File: src/rtl/eth_tx_pkg.sv
// eth_tx_pkg: header field positions, arbiter states and beat-count helper for eth_tx_frame_arbiter
package eth_tx_pkg;
    localparam int HDR_SIZE_LSB = 0;
    localparam int HDR_SIZE_MSB = 15;
    localparam int HDR_OFF_LSB  = 16;
    localparam int HDR_OFF_MSB  = 18;
    typedef enum logic [1:0] {IDLE, HDR, PAY, DRAIN} eth_tx_arb_state_e;
    // 64-bit beats needed to cover size bytes starting at byte offset off
    function automatic logic [13:0] beat_count(input logic [15:0] size, input logic [2:0] off);
        logic [16:0] w_sum;
        w_sum = 17'(size) + 17'(off) + 17'd7;
        return w_sum[16:3];
    endfunction
endpackage

File: src/rtl/eth_tx_rr_arb.sv
// eth_tx_rr_arb: round-robin one-hot grant; priority starts just after the last owner
//  clk_i, reset_n_i : clock, async active-low reset (pointer -> 0)
//  req_i            : request vector
//  adv_i            : frame finished, move pointer past owner_i
//  owner_i          : one-hot owner of the finishing frame
//  grant_o          : combinational one-hot winner for the current requests
module eth_tx_rr_arb #(
    parameter int num_req_p = 2
) (
    input  logic                 clk_i,
    input  logic                 reset_n_i,
    input  logic [num_req_p-1:0] req_i,
    input  logic                 adv_i,
    input  logic [num_req_p-1:0] owner_i,
    output logic [num_req_p-1:0] grant_o
);
    localparam int PW = $clog2(num_req_p);
    logic [PW-1:0] r_ptr;
    logic [PW-1:0] w_owner_idx;
    logic          w_found;
    // two passes: indices at/after the pointer, then the wrapped-around ones
    always_comb begin
        grant_o = '0;
        w_found = 1'b0;
        for (int i = 0; i < num_req_p; i++) begin
            if (!w_found && req_i[i] && i >= int'(r_ptr)) begin
                grant_o[i] = 1'b1;
                w_found    = 1'b1;
            end
        end
        for (int i = 0; i < num_req_p; i++) begin
            if (!w_found && req_i[i] && i < int'(r_ptr)) begin
                grant_o[i] = 1'b1;
                w_found    = 1'b1;
            end
        end
    end
    always_comb begin
        w_owner_idx = '0;
        for (int i = 0; i < num_req_p; i++)
            if (owner_i[i]) w_owner_idx = PW'(i);
    end
    always_ff @(posedge clk_i or negedge reset_n_i) begin
        if (!reset_n_i) r_ptr <= '0;
        else if (adv_i) r_ptr <= (w_owner_idx == PW'(num_req_p - 1)) ? '0 : w_owner_idx + 1'b1;
    end
endmodule

File: src/rtl/eth_tx_frame_arbiter.sv
// eth_tx_frame_arbiter: whole-frame round-robin sharing of the TX frame port, drops empty/oversize frames
//  clk_i, reset_n_i  : clock, async active-low reset
//  req_data_i/v_i    : per-requester words (requester i at [64*i +: 64]) and valid
//  req_yumi_o        : per-requester word consumed (owner only)
//  frame_data_o/v_o  : zero-latency word to the TX converter, frame_data_yumi_i consumes it
//  grant_o, busy_o   : current owner (one-hot, 0 in IDLE), state != IDLE
//  drop_o            : 1-cycle pulse when a frame is discarded
//  ETH_TX_ARB_STATS_EN adds frames_sent_o (32 bits per requester) and frames_dropped_o, saturating
module eth_tx_frame_arbiter
    import eth_tx_pkg::*;
#(
    parameter int num_req_p         = 2,
    parameter int max_frame_bytes_p = 1522
) (
    input  logic                    clk_i,
    input  logic                    reset_n_i,
    input  logic [num_req_p*64-1:0] req_data_i,
    input  logic [num_req_p-1:0]    req_v_i,
    output logic [num_req_p-1:0]    req_yumi_o,
    output logic [63:0]             frame_data_o,
    output logic                    frame_data_v_o,
    input  logic                    frame_data_yumi_i,
    output logic [num_req_p-1:0]    grant_o,
    output logic                    busy_o,
    output logic                    drop_o
`ifdef ETH_TX_ARB_STATS_EN
    ,
    output logic [num_req_p*32-1:0] frames_sent_o,
    output logic [31:0]             frames_dropped_o
`endif
);
    localparam logic [15:0] MAX_SIZE = 16'(max_frame_bytes_p);
    eth_tx_arb_state_e    r_state;
    logic [num_req_p-1:0] r_grant;
    logic [13:0]          r_cnt;
    logic [num_req_p-1:0] w_arb_grant;
    logic [63:0]          w_own_data;
    logic [15:0]          w_size;
    logic                 w_own_v, w_zero, w_big, w_last, w_take, w_sent, w_adv, w_local;
    always_comb begin
        w_own_data = '0;
        for (int i = 0; i < num_req_p; i++)
            if (r_grant[i]) w_own_data = req_data_i[64*i +: 64];
    end
    assign w_own_v = |(req_v_i & r_grant);
    assign w_size  = w_own_data[HDR_SIZE_MSB:HDR_SIZE_LSB];
    assign w_zero  = w_size == 16'd0;
    assign w_big   = w_size > MAX_SIZE;
    assign w_last  = r_cnt == 14'd1;
    // words the arbiter swallows itself: bad headers and drained payload
    assign w_local = (r_state == HDR && (w_zero || w_big)) || r_state == DRAIN;
    always_comb begin
        frame_data_v_o = w_own_v && ((r_state == HDR && !w_zero && !w_big) || r_state == PAY);
        frame_data_o   = (r_state == HDR || r_state == PAY) ? w_own_data : '0;
        w_take         = w_local ? w_own_v : frame_data_v_o && frame_data_yumi_i;
        req_yumi_o     = r_grant & {num_req_p{w_take}};
        drop_o         = w_own_v && ((r_state == HDR && w_zero) || (r_state == DRAIN && w_last));
        w_sent         = w_take && r_state == PAY && w_last;
        w_adv          = drop_o || w_sent;
    end
    assign grant_o = r_grant;
    assign busy_o  = r_state != IDLE;
    eth_tx_rr_arb #(.num_req_p(num_req_p)) u_arb (
        .clk_i    (clk_i),
        .reset_n_i(reset_n_i),
        .req_i    (req_v_i),
        .adv_i    (w_adv),
        .owner_i  (r_grant),
        .grant_o  (w_arb_grant)
    );
    always_ff @(posedge clk_i or negedge reset_n_i) begin
        if (!reset_n_i) begin
            r_state <= IDLE;
            r_grant <= '0;
            r_cnt   <= '0;
        end else begin
            case (r_state)
                IDLE: if (|req_v_i) begin
                    r_grant <= w_arb_grant;
                    r_state <= HDR;
                end
                HDR: if (w_take) begin
                    r_cnt   <= beat_count(w_size, w_own_data[HDR_OFF_MSB:HDR_OFF_LSB]);
                    r_state <= w_zero ? IDLE : w_big ? DRAIN : PAY;
                    r_grant <= w_zero ? '0 : r_grant;
                end
                default: if (w_take) begin
                    r_cnt <= r_cnt - 1'b1;
                    if (w_last) begin
                        r_state <= IDLE;
                        r_grant <= '0;
                    end
                end
            endcase
        end
    end
`ifdef ETH_TX_ARB_STATS_EN
    logic [31:0] r_sent [num_req_p];
    logic [31:0] r_dropped;
    for (genvar i = 0; i < num_req_p; i++) begin : g_sent
        always_ff @(posedge clk_i or negedge reset_n_i) begin
            if (!reset_n_i) r_sent[i] <= '0;
            else if (w_sent && r_grant[i] && r_sent[i] != '1) r_sent[i] <= r_sent[i] + 1'b1;
        end
        assign frames_sent_o[32*i +: 32] = r_sent[i];
    end
    always_ff @(posedge clk_i or negedge reset_n_i) begin
        if (!reset_n_i) r_dropped <= '0;
        else if (drop_o && r_dropped != '1) r_dropped <= r_dropped + 1'b1;
    end
    assign frames_dropped_o = r_dropped;
`endif
endmodule

File: config.mk
export PLATFORM = sky130hd
export DESIGN_NAME = eth_tx_frame_arbiter
export DESIGN_NICKNAME = d
export VERILOG_FILES = /design/src/rtl/eth_tx_pkg.sv /design/src/rtl/eth_tx_rr_arb.sv /design/src/rtl/eth_tx_frame_arbiter.sv
export SDC_FILE = /design/constraint.sdc
export NUM_CORES = 1
export LEC_CHECK = 0
export ABC_AREA = 1
export CORE_UTILIZATION = 40
export DETAILED_ROUTE_END_ITERATION = 6
export PLACE_DENSITY = 0.95
export SKIP_LAST_GASP = 1
export SYNTH_ARGS = -nofsm -noshare
export SYNTH_HDL_FRONTEND = slang
export SYNTH_SLANG_ARGS = --single-unit
File: constraint.sdc
create_clock -name clk_i -period 6.66 [get_ports clk_i]
set_clock_uncertainty 0.05 [all_clocks]
set_input_delay 0.999 -clock clk_i [delete_from_list [all_inputs] [get_ports clk_i]]
set_output_delay 0.999 -clock clk_i [all_outputs]
set_load 0.1 [all_outputs]
==> impl_metrics.csv, run 1 <==
group,metric,value,unit
run_status,status,"completed",
critical_path,worstSetupPathType,"in2out",
floorplanning,start_util,42.4,%
critical_path,cp-start-kind,"input pin",
floorplanning,io_pins,204,
clock_tree,post_cts_resized,0,
route,drt_pass1_iterations,5,
pwr,peakVddDrop,305,uV
route,top_layer,"met4",
clock_tree,clk_latency,260,ps
min_path,min_from,"r_state[0]",
finish,final_layout_size_suffix_gt1_share,8.47,%
synth,yosys.cell_types.count,38,
clock_tree,postCtsSetupBuffers,0,
min_path,hold_path_depth,2,
grt,track_usage,30.0,%
clock_tree,hold_buffers,0,
synth,synth_enable_flop_cells,0,
synth,synth_cells,564,
place,port_buffers,203,
floorplanning,core-area,7410,um^2
route,postRouteAntennaNets,0,
synth,synth_area_per_cell,5.57,um^2
finish,area_growth,64.5,%
critical_path,reg2reg_slack,2430,ps
pwr,leakage,2.23,nW
synth,synth_compound_area_share,17.7,%
finish,nets,888,
grt,grt_pass1_vias,4132,
critical_path,r2r_start,"grant_o[1]",
timing,setup_viol,0,
synth,async_reset_ff_share,100,%
grt,antenna_found_initial,1,
pwr,power,0.00256,W
synth,synth_ff_type,"dfrtp_1",
clock_tree,clk_pin_slew,80,ps
clock_tree,tritoncts,"yes",
route,wl_per_cell,14.8,um
synth,synthAdderAreaFrac,3.98,%
run,drv_cap,0,
clock_tree,numCtsBuffers,3,
synth,syn-num-nets,707,
pwr,power_density,494,nW/um^2
route,wl_met2,6.28,mm
grt,grt_max_degree,65,
synth,synth_mux_area_share,0,%
timing,post-route-period-util,75.6,%
min_path,hold_class,"reg2reg",
synth,synthSimpleGateAreaFrac,47.9,%
critical_path,arrival,3980,ps
floorplanning,die_y,90.6,um
timing,drv_slew,0,
synth,seq_area_frac_synth,15.1,%
floorplanning,dieArea,8210,um^2
critical_path,path_max_fanout,5,
timing,fin_tns_setup,0,ps
place,place_ws,1660,ps
route,first_iter_violations,226,
route,vias_per_cell,5.16,
min_path,hold_path_end,"r_state[0]",
synth,synth_top_family_by_area,"simple AND/OR/NAND/NOR gates",
route,met3WireLength,1.14,mm
timing,slew_headroom,30.3,%
route,wl_met1,4.75,mm
route,vias,4354,
timing,fin_ws,1630,ps
timing,rsz0062_at_grt,"no",
timing,worst-slew-pin-transition,1050,ps
synth,ys_warn_count,0,
critical_path,r2r_end,"r_cnt[10]",
place,place.gp.congestion,1.03,
route,wl,12.5,mm
grt,overflow,0,
floorplanning,rows,31,
critical_path,crit_required,5610,ps
synth,synth-seq-cells,19,
clock_tree,cts_root_buf,"clkbuf_8",
critical_path,cp-end-kind,"output pin",
clock_tree,cts-htree-levels,1,
timing,fmax,199,MHz
place,dpl.hpwl,9.91,mm
grt,grt_pass1_wl,20.0,mm
route,drc,0,
clock_tree,clk_path_buf_depth,2,
critical_path,rr_worst_depth,16,
timing,period_minus_slack,5030,ps
clock_tree,clock-sinks,19,
floorplanning,die_x,90.6,um
timing,finalHoldViolCount,0,
synth,synth_xor_area_share,1.39,%
synth,syn_area,3140,um^2
[synthesized netlist by cell type (2+ instances only)]
master    instances  share of area [%]
nand3_2           4                1.3
a21boi_0          2               0.48
buf_6             4                1.4
nand4_1           7                1.4
o21ai_2          12                3.3
inv_1            53                6.3
nand2_1         209                 25
nor3_1            8                1.3
clkbuf_1         16                1.9
a22oi_1           2               0.48
dfrtp_1          19                 15
nor2_1           57                6.8
o22ai_1           2               0.40
buf_1             2               0.24
buf_12            3                1.9
nand3b_1          2               0.48
a211oi_1          2               0.48
xor2_1            5                1.4
nand2_2          20                4.0
nor2_4            3                1.1
a21oi_1          57                9.1
o21ai_0          13                2.1
nand3_1          22                3.5
o21ai_1           3               0.48
inv_2             5               0.60
nor2_2            6                1.2
buf_4             2               0.48
ha_1             10                4.0
nand2_4           5                1.8
[per-layer routing]
layer / global-route usage (%) / up-vias
li1: - / 2144
met1: 33.5 / 1978
met2: 55.8 / 208
met3: 7.07 / 24
met4: 8.60 / 0
met5: 0 / -
[sequential cells by signal, summed over array words and instances, names as in the netlist]
register     cells
grant_o          2
u_arb.r_ptr      1
r_state          2
r_cnt           14
[through the flow]
stage               utilization (%)  area, um^2  std cells  hold slack [ps]
global placement               69.1        5120        839              470
global route                   69.8        5170        844              521
floorplan                         -        3140        564              447
detailed placement             69.1        5120        839              489
CTS                            69.7        5170        843              509
finish                         69.8        5170        844              506
[kinds of logic (layout without fill, tap and decap cells)]
family | Yosys count | count (layout)
and+or+nand+nor | 344 | 344
AOI/OAI and AO/OA | 97 | 97
buffers and inverters | 89 | 269
DFF | 19 | 19
adders and majority gates | 10 | 10
xor gates and xnor gates | 5 | 5
other | 0 | 1
[worst max path at each step]
stage             startpoint        endpoint
2_1_floorplan     grant_o[0]  frame_data_v_o
3_3_place_gp   req_data_i[4]   req_yumi_o[0]
3_5_place_dp   req_data_i[4]   req_yumi_o[0]
4_1_cts        req_data_i[4]   req_yumi_o[0]
5_1_grt        req_data_i[4]   req_yumi_o[0]
6_report       req_data_i[4]   req_yumi_o[0]
[layout make-up]
class	count	area [um^2]
Tap cell	99	124
Antenna cell	1	2.50
Fill cell	641	2240
Sequential cell	19	477
Multi-Input combinational cell	456	2240
Timing Repair Buffer	204	2040
Clock buffer	4	45.0
Inverter	61	241
[worst max-delay path: stages]
cell and delay, ps:
clkdlybuf4s50_1 460, nand2_1 50, nand2_1 90, nand2_1 170
nor2_4 170, nand2_1 100, inv_1 100, nand3_2 80
nand2_1 100, nand2_1 70, nand2_1 70, nand3_2 90
nand2_4 110, inv_1 60, nor2_1 110, clkdlybuf4s50_1 1150
[power by group]
part	switching [W]	internal (W)
Sequential	0.0000821	0.000167
Combinational	0.00167	0.000557
Clock	0.0000401	0.0000426
[cells in the final DEF (no fill, tap or decap), types with 2 or more instances in the layout]
cell type and instances:
o22ai_1 2, nand2_4 5, nor2_2 6, nor3_1 8
nand4_1 7, nand2_1 209, a21oi_1 57, nor2_4 4
clkdlybuf4s50_1 203, inv_1 53, nand3_2 4, xor2_1 5
nand2_2 20, nand3_1 22, ha_1 10, a21boi_0 2
o21ai_1 3, o21ai_0 13, inv_2 5, nand3b_1 2
clkbuf_8 3, nor2_1 56, o21ai_2 12, a22oi_1 2
a211oi_1 2, dfrtp_1 18
(Power assumes the default switching activity.)
==> run 2, diff against run 1 <==
--- a/config.mk
+++ b/config.mk
@@ -6,9 +6,9 @@
 export NUM_CORES = 1
 export LEC_CHECK = 0
 export ABC_AREA = 1
-export CORE_UTILIZATION = 40
+export CORE_UTILIZATION = 38
 export DETAILED_ROUTE_END_ITERATION = 6
-export PLACE_DENSITY = 0.95
+export PLACE_DENSITY = 0.91
 export SKIP_LAST_GASP = 1
 export SYNTH_ARGS = -nofsm -noshare
 export SYNTH_HDL_FRONTEND = slang
==> constraint.sdc (replaced) <==
create_clock -name clk_i -period 4.8 [get_ports clk_i]
set_clock_uncertainty 0.05 [all_clocks]
set_input_delay 0.72 -clock clk_i [delete_from_list [all_inputs] [get_ports clk_i]]
set_output_delay 0.72 -clock clk_i [all_outputs]
set_load 0.1 [all_outputs]
==> run 2 against run 1 <==
Setup slack worse by 680 ps. Clock power is 43% higher. Power grew 38%. Design area shrank 2.0%. Flip-flop and latch count stayed put. Critical path depth down 1. Cell count rose by 0.95%. Sequential share of layout area increased by 0.18 points. Non-clock buffer count rose by 3. Core utilization is 5.2 points lower. Largest cell class unchanged.
==> impl_metrics.csv, run 2 (same netlist as run 1, synthesis figures left out) <==
group,metric,value,unit
finish,nets,891,
critical_path,r2r_start,"grant_o[0]",
finish,final_layout_size_suffix_gt1_share,15.9,%
floorplanning,core-area,7850,um^2
pwr,peakVddDrop,364,uV
timing,fin_ws,947,ps
timing,slew_headroom,32.5,%
timing,worst-slew-pin-transition,1010,ps
floorplanning,dieArea,8640,um^2
place,port_buffers,203,
route,drc,0,
finish,final_util,64.6,%
route,vias_per_cell,5.11,
clock_tree,postCtsSetupBuffers,0,
critical_path,slowest_stage,"dfrtp_2",
timing,drv_slew,0,
timing,post-route-period-util,80.3,%
critical_path,critPathMostFrequentCell,"nand2_1",
route,wl,13.1,mm
critical_path,arrival,3080,ps
critical_path,crit_buf_inv,4,
run,drv_cap,0,
critical_path,cp-start-kind,"flip-flop",
critical_path,reg2reg_slack,1320,ps
critical_path,crit_required,4030,ps
finish,largest_reg_flops,14,
clock_tree,clock-sinks,19,
grt,grt_max_degree,47,
timing,fin_tns_setup,0,ps
pwr,power_density,698,nW/um^2
floorplanning,die_x,92.9,um
grt,grt_pass1_wl,20.5,mm
floorplanning,rows,32,
floorplanning,start_util,40.0,%
pwr,power,0.00354,W
timing,finalHoldViolCount,0,
clock_tree,clk_latency,270,ps
route,drt_pass1_iterations,5,
finish,largest_register,"r_cnt",
critical_path,cp_top_family,"simple AND/OR/NAND/NOR gates",
timing,setup_viol,0,
critical_path,cp-end-kind,"output pin",
clock_tree,tritoncts,"yes",
clock_tree,hold_buffers,0,
finish,area_growth,61.3,%
min_path,min_from,"r_state[0]",
critical_path,path_max_fanout,37,
critical_path,critPathLaunch,"grant_o[1]",
clock_tree,cts_root_buf,"clkbuf_8",
place,place.gp.congestion,0.933,
clock_tree,clk_pin_slew,80,ps
timing,fmax,260,MHz
clock_tree,clk_path_buf_depth,2,
finish,finalNonFillerCells,852,
place,place_ws,1190,ps
critical_path,worstSetupPathType,"reg2out",
route,vias,4355,
grt,track_usage,30.2,%
place,dp.cells,845,
clock_tree,post_cts_resized,0,
timing,period_minus_slack,3850,ps
pwr,leakage,2.35,nW
floorplanning,die_y,92.9,um
clock_tree,cts-htree-levels,1,
grt,antenna_found_initial,3,
clock_tree,numCtsBuffers,3,
route,first_iter_violations,228,
timing,rsz0062_at_grt,"no",
finish,final_common_cell,"nand2_1",
place,dpl.hpwl,10.6,mm
floorplanning,io_pins,204,
route,postRouteAntennaNets,0,
critical_path,crit_chain,"inv_8 > o21ai_1 > nand2_1 > nor2_1 > nand2_1 > nor2_2 > nand2_1 > nand2_1 > nand2_1 > nand2_1 > inv_2 > nand2_4 > inv_1 > nor2_1 > buf_4",
finish,final_cell_mix,"nand2_1 (209), clkdlybuf4s50_1 (150), a21oi_1 (57), buf_4 (57), nor2_1 (56)",
run_status,status,"completed",
min_path,hold_class,"reg2reg",
critical_path,max_stage_delay,900,ps
grt,overflow,0,
route,wl_per_cell,15.4,um
grt,grt_pass1_vias,4303,
run 2: cell types whose count changed in the layout (fill, tap and decap cells not counted):
cell,previous run,this run
a21boi_0,2,1
clkdlybuf4s50_1,203,150
diode_2,1,3
a21boi_1,1,2
buf_4,1,57
run 2: cell type report:
class | count | area (um^2)
diodes | 3 | 7.51
well taps | 102 | 128
inverters | 61 | 241
clock buffers | 4 | 45.0
repair buffers | 207 | 1930
flip-flops and latches | 19 | 477
multi-input cells | 456 | 2240
fillers | 723 | 2780
run 2: worst paths after layout:
kind                                 endpoint  cells after the start
worst min-delay path               r_state[0]                      2
worst min register to register     r_state[0]                      2
max in group asynchronous          grant_o[1]                      1
worst max-delay path            req_yumi_o[1]                     15
min in group asynchronous         u_arb.r_ptr                      1
worst max register to register      r_cnt[10]                     17
run 2: through the flow:
step | instance area, um^2 | hold slack [ps]
finish | 5070 | 505
global route | 5070 | 538
CTS | 5060 | 511
detailed placement | 5010 | 491
global placement | 5010 | 465
floorplan | 3140 | 374
run 2: routing by layer:
layer	part of all wire, %	track usage (%)	vias up
met2	49	53.9	230
li1	-	-	2143
met1	39	33.5	1936
met3	8.2	7.22	46
met5	0	0	-
met4	4.1	13.7	0
run 2: power by group:
part | internal [W] | switching [W]
logic | 0.000746 | 0.00232
registers | 0.000232 | 0.000125
clock network | 0.0000593 | 0.0000588
run 2: worst reg2reg max path, stage by stage (launching register included):
cell and delay, ps:
dfrtp_1 870, inv_2 140, nor2_4 110, buf_4 270, a22oi_1 150, ha_1 340, inv_1 40, ha_1 310
nand2_1 70, nor2_1 100, nand3_1 110, nand2_1 200, nand2_1 140, o21ai_1 130, o21bai_1 130, nand2_1 70
nand2_1 80, o21ai_2 60
==> run 3, diff against run 2 <==
--- a/config.mk
+++ b/config.mk
@@ -6,9 +6,9 @@
 export NUM_CORES = 1
 export LEC_CHECK = 0
 export ABC_AREA = 1
-export CORE_UTILIZATION = 38
+export CORE_UTILIZATION = 34
 export DETAILED_ROUTE_END_ITERATION = 6
-export PLACE_DENSITY = 0.91
+export PLACE_DENSITY = 0.86
 export SKIP_LAST_GASP = 1
 export SYNTH_ARGS = -nofsm -noshare
 export SYNTH_HDL_FRONTEND = slang
==> constraint.sdc (replaced) <==
create_clock -name clk_i -period 3.1 [get_ports clk_i]
set_clock_uncertainty 0.05 [all_clocks]
set_input_delay 0.465 -clock clk_i [delete_from_list [all_inputs] [get_ports clk_i]]
set_output_delay 0.465 -clock clk_i [all_outputs]
set_load 0.1 [all_outputs]
==> run 3 against run 2 <==
The run now ends with DRC left. Setup slack got worse by 920 ps. Via count increased by 7.6%. Hold slack got worse by 1.9 ps. First-iteration DRC count is 7.5% higher. Highest routed layer unchanged. Largest power group unchanged. Combinational power rose by 100%.
==> impl_metrics.csv, run 3 (same netlist as run 1, synthesis figures left out) <==
group,metric,value,unit
grt,overflow,0,
route,vias_per_cell,5.29,
clock_tree,cts_root_buf,"clkbuf_8",
min_path,hold_class,"reg2reg",
finish,fillers,607,
place,placed_area,6130,um^2
route,wl_per_cell,16.8,um
pwr,p_switching,0.00452,W
floorplanning,die_x,98.1,um
clock_tree,clk_latency,260,ps
run_status,status,"finished with violations",
pwr,p_clk_share,2.7,%
grt,grt_pass1_wl,22.0,mm
timing,worst-slew-pin-transition,897,ps
critical_path,crit_required,2580,ps
pwr,power_density,1070,nW/um^2
place,port_buffers,203,
route,vias,4685,
floorplanning,rows,34,
finish,finalNonFillerCells,886,
timing,rsz0062_at_grt,"yes",
critical_path,arrival,2560,ps
timing,slew_headroom,40.0,%
floorplanning,core-area,8850,um^2
critical_path,cp-end-kind,"output pin",
finish,largest_register,"r_cnt",
pwr,swShare,65.1,%
run_status,violations,"DRC",
route,drt_pass1_iterations,7,
pwr,leakage,2.71,nW
finish,final_common_cell,"nand2_1",
clock_tree,numCtsBuffers,3,
finish,final_cell_mix,"nand2_1 (196), clkdlybuf4s50_1 (132), buf_12 (57)",
floorplanning,start_util,35.5,%
place,dpl.hpwl,11.5,mm
finish,largest_reg_flops,14,
clock_tree,clk_path_buf_depth,2,
pwr,pwr-share-comb,90.4,%
run,drv_cap,0,
clock_tree,cts-htree-levels,1,
timing,setup_viol,0,
clock_tree,clock-sinks,19,
timing,drv_slew,0,
pwr,pwr-share-seq,6.9,%
route,postRouteAntennaNets,0,
critical_path,cp-start-kind,"flip-flop",
finish,fin_area,6500,um^2
pwr,power,0.00694,W
timing,fin_tns_setup,0,ps
grt,grt_pass1_vias,4514,
timing,fmax,326,MHz
finish,final_util,73.5,%
floorplanning,io_pins,204,
route,wl,14.9,mm
critical_path,worstSetupPathType,"reg2out",
pwr,peakVddDrop,587,uV
finish,nets,918,
grt,grt_max_degree,40,
timing,post-route-period-util,99.0,%
route,drc,8,
timing,finalHoldViolCount,0,
critical_path,path_max_fanout,10,
grt,antenna_found_initial,4,
finish,area_growth,107,%
clock_tree,clk_pin_slew,80,ps
place,dp.cells,857,
route,first_iter_violations,245,
floorplanning,dieArea,9630,um^2
finish,final_layout_size_suffix_gt1_share,31.4,%
grt,track_usage,28.6,%
place,place.gp.congestion,0.946,
pwr,internal-power,0.00242,W
clock_tree,tritoncts,"yes",
timing,period_minus_slack,3070,ps
floorplanning,die_y,98.1,um
run 3: worst max-delay path: stages (launching register included):
cell and delay (ps):
dfrtp_2 480, buf_12 160, clkbuf_16 160, nand2_1 60, nand2_1 80, nor2_2 130, nand2_2 90, nor2_2 180
nand3_2 110, nand2_2 110, nand2_2 70, nand2_2 90, nand3_4 90, nand2_4 130, inv_4 50, nor2_4 120
buf_12 180
run 3: layer usage:
metal | part of all wire, % | track usage (%) | up-vias | wire length (um)
li1 | - | - | 2211 | -
met1 | 33 | 29.1 | 2136 | 4910
met2 | 53 | 54.8 | 279 | 7950
met3 | 9.4 | 8.30 | 59 | 1410
met4 | 4.1 | 10.4 | 0 | 608
met5 | 0 | 0 | - | 0
run 3: worst paths after layout:
check / startpoint / end / slack (ps) / cells after the start
max: grant_o[1] / req_yumi_o[1] / 30 / 16
min: r_state[0] / r_state[0] / 500 / 2
max reg2reg: grant_o[0] / r_cnt[11] / 130 / 17
min reg2reg: r_state[0] / r_state[0] / 500 / 2
max in group asynchronous: reset_n_i / grant_o[0] / 1700 / 1
min in group asynchronous: reset_n_i / r_cnt[13] / 650 / 1
run 3: timing repair:
item | in CTS | in global routing
hold buffers | 0 | 0
resized for setup | 0 | 37
hold endpoints to repair | 0 | 0
endpoints found under the setup margin | 0 | 6
buffers inserted | 0 | 20
run 3: power groups by stage:
| stage | Sequential [W] | Clock, W | Combinational, W |
|---|---|---|---|
| floorplan | 0.000484 | 0 | 0.00418 |
| global placement | 0.000506 | 0 | 0.00573 |
| detailed placement | 0.000515 | 0 | 0.00584 |
| CTS | 0.000513 | 0.000188 | 0.00586 |
| global route | 0.000492 | 0.000200 | 0.00658 |
| finish | 0.000480 | 0.000184 | 0.00627 |
run 3: layout make-up:
| type | instances | area [um^2] | share of cell area [%] |
|---|---|---|---|
| Multi-Input combinational cell | 456 | 2750 | 42.4 |
| Clock inverter | 1 | 7.51 | 0.115 |
| Timing Repair Buffer | 234 | 2820 | 43.4 |
| Clock buffer | 3 | 41.3 | 0.635 |
| Inverter | 61 | 251 | 3.87 |
| Sequential cell | 19 | 480 | 7.39 |
| Antenna cell | 4 | 10.0 | 0.154 |
| Tap cell | 108 | 135 | 2.08 |
run 3: metrics by stage:
stage / hold WS [ps] / setup WS (ps)
6_report: 503 / 29.9
5_1_grt: 522 / -76.1
4_1_cts: 497 / 32.8
3_5_place_dp: 475 / 51.7
3_3_place_gp: 468 / 151
2_1_floorplan: 119 / 88.2
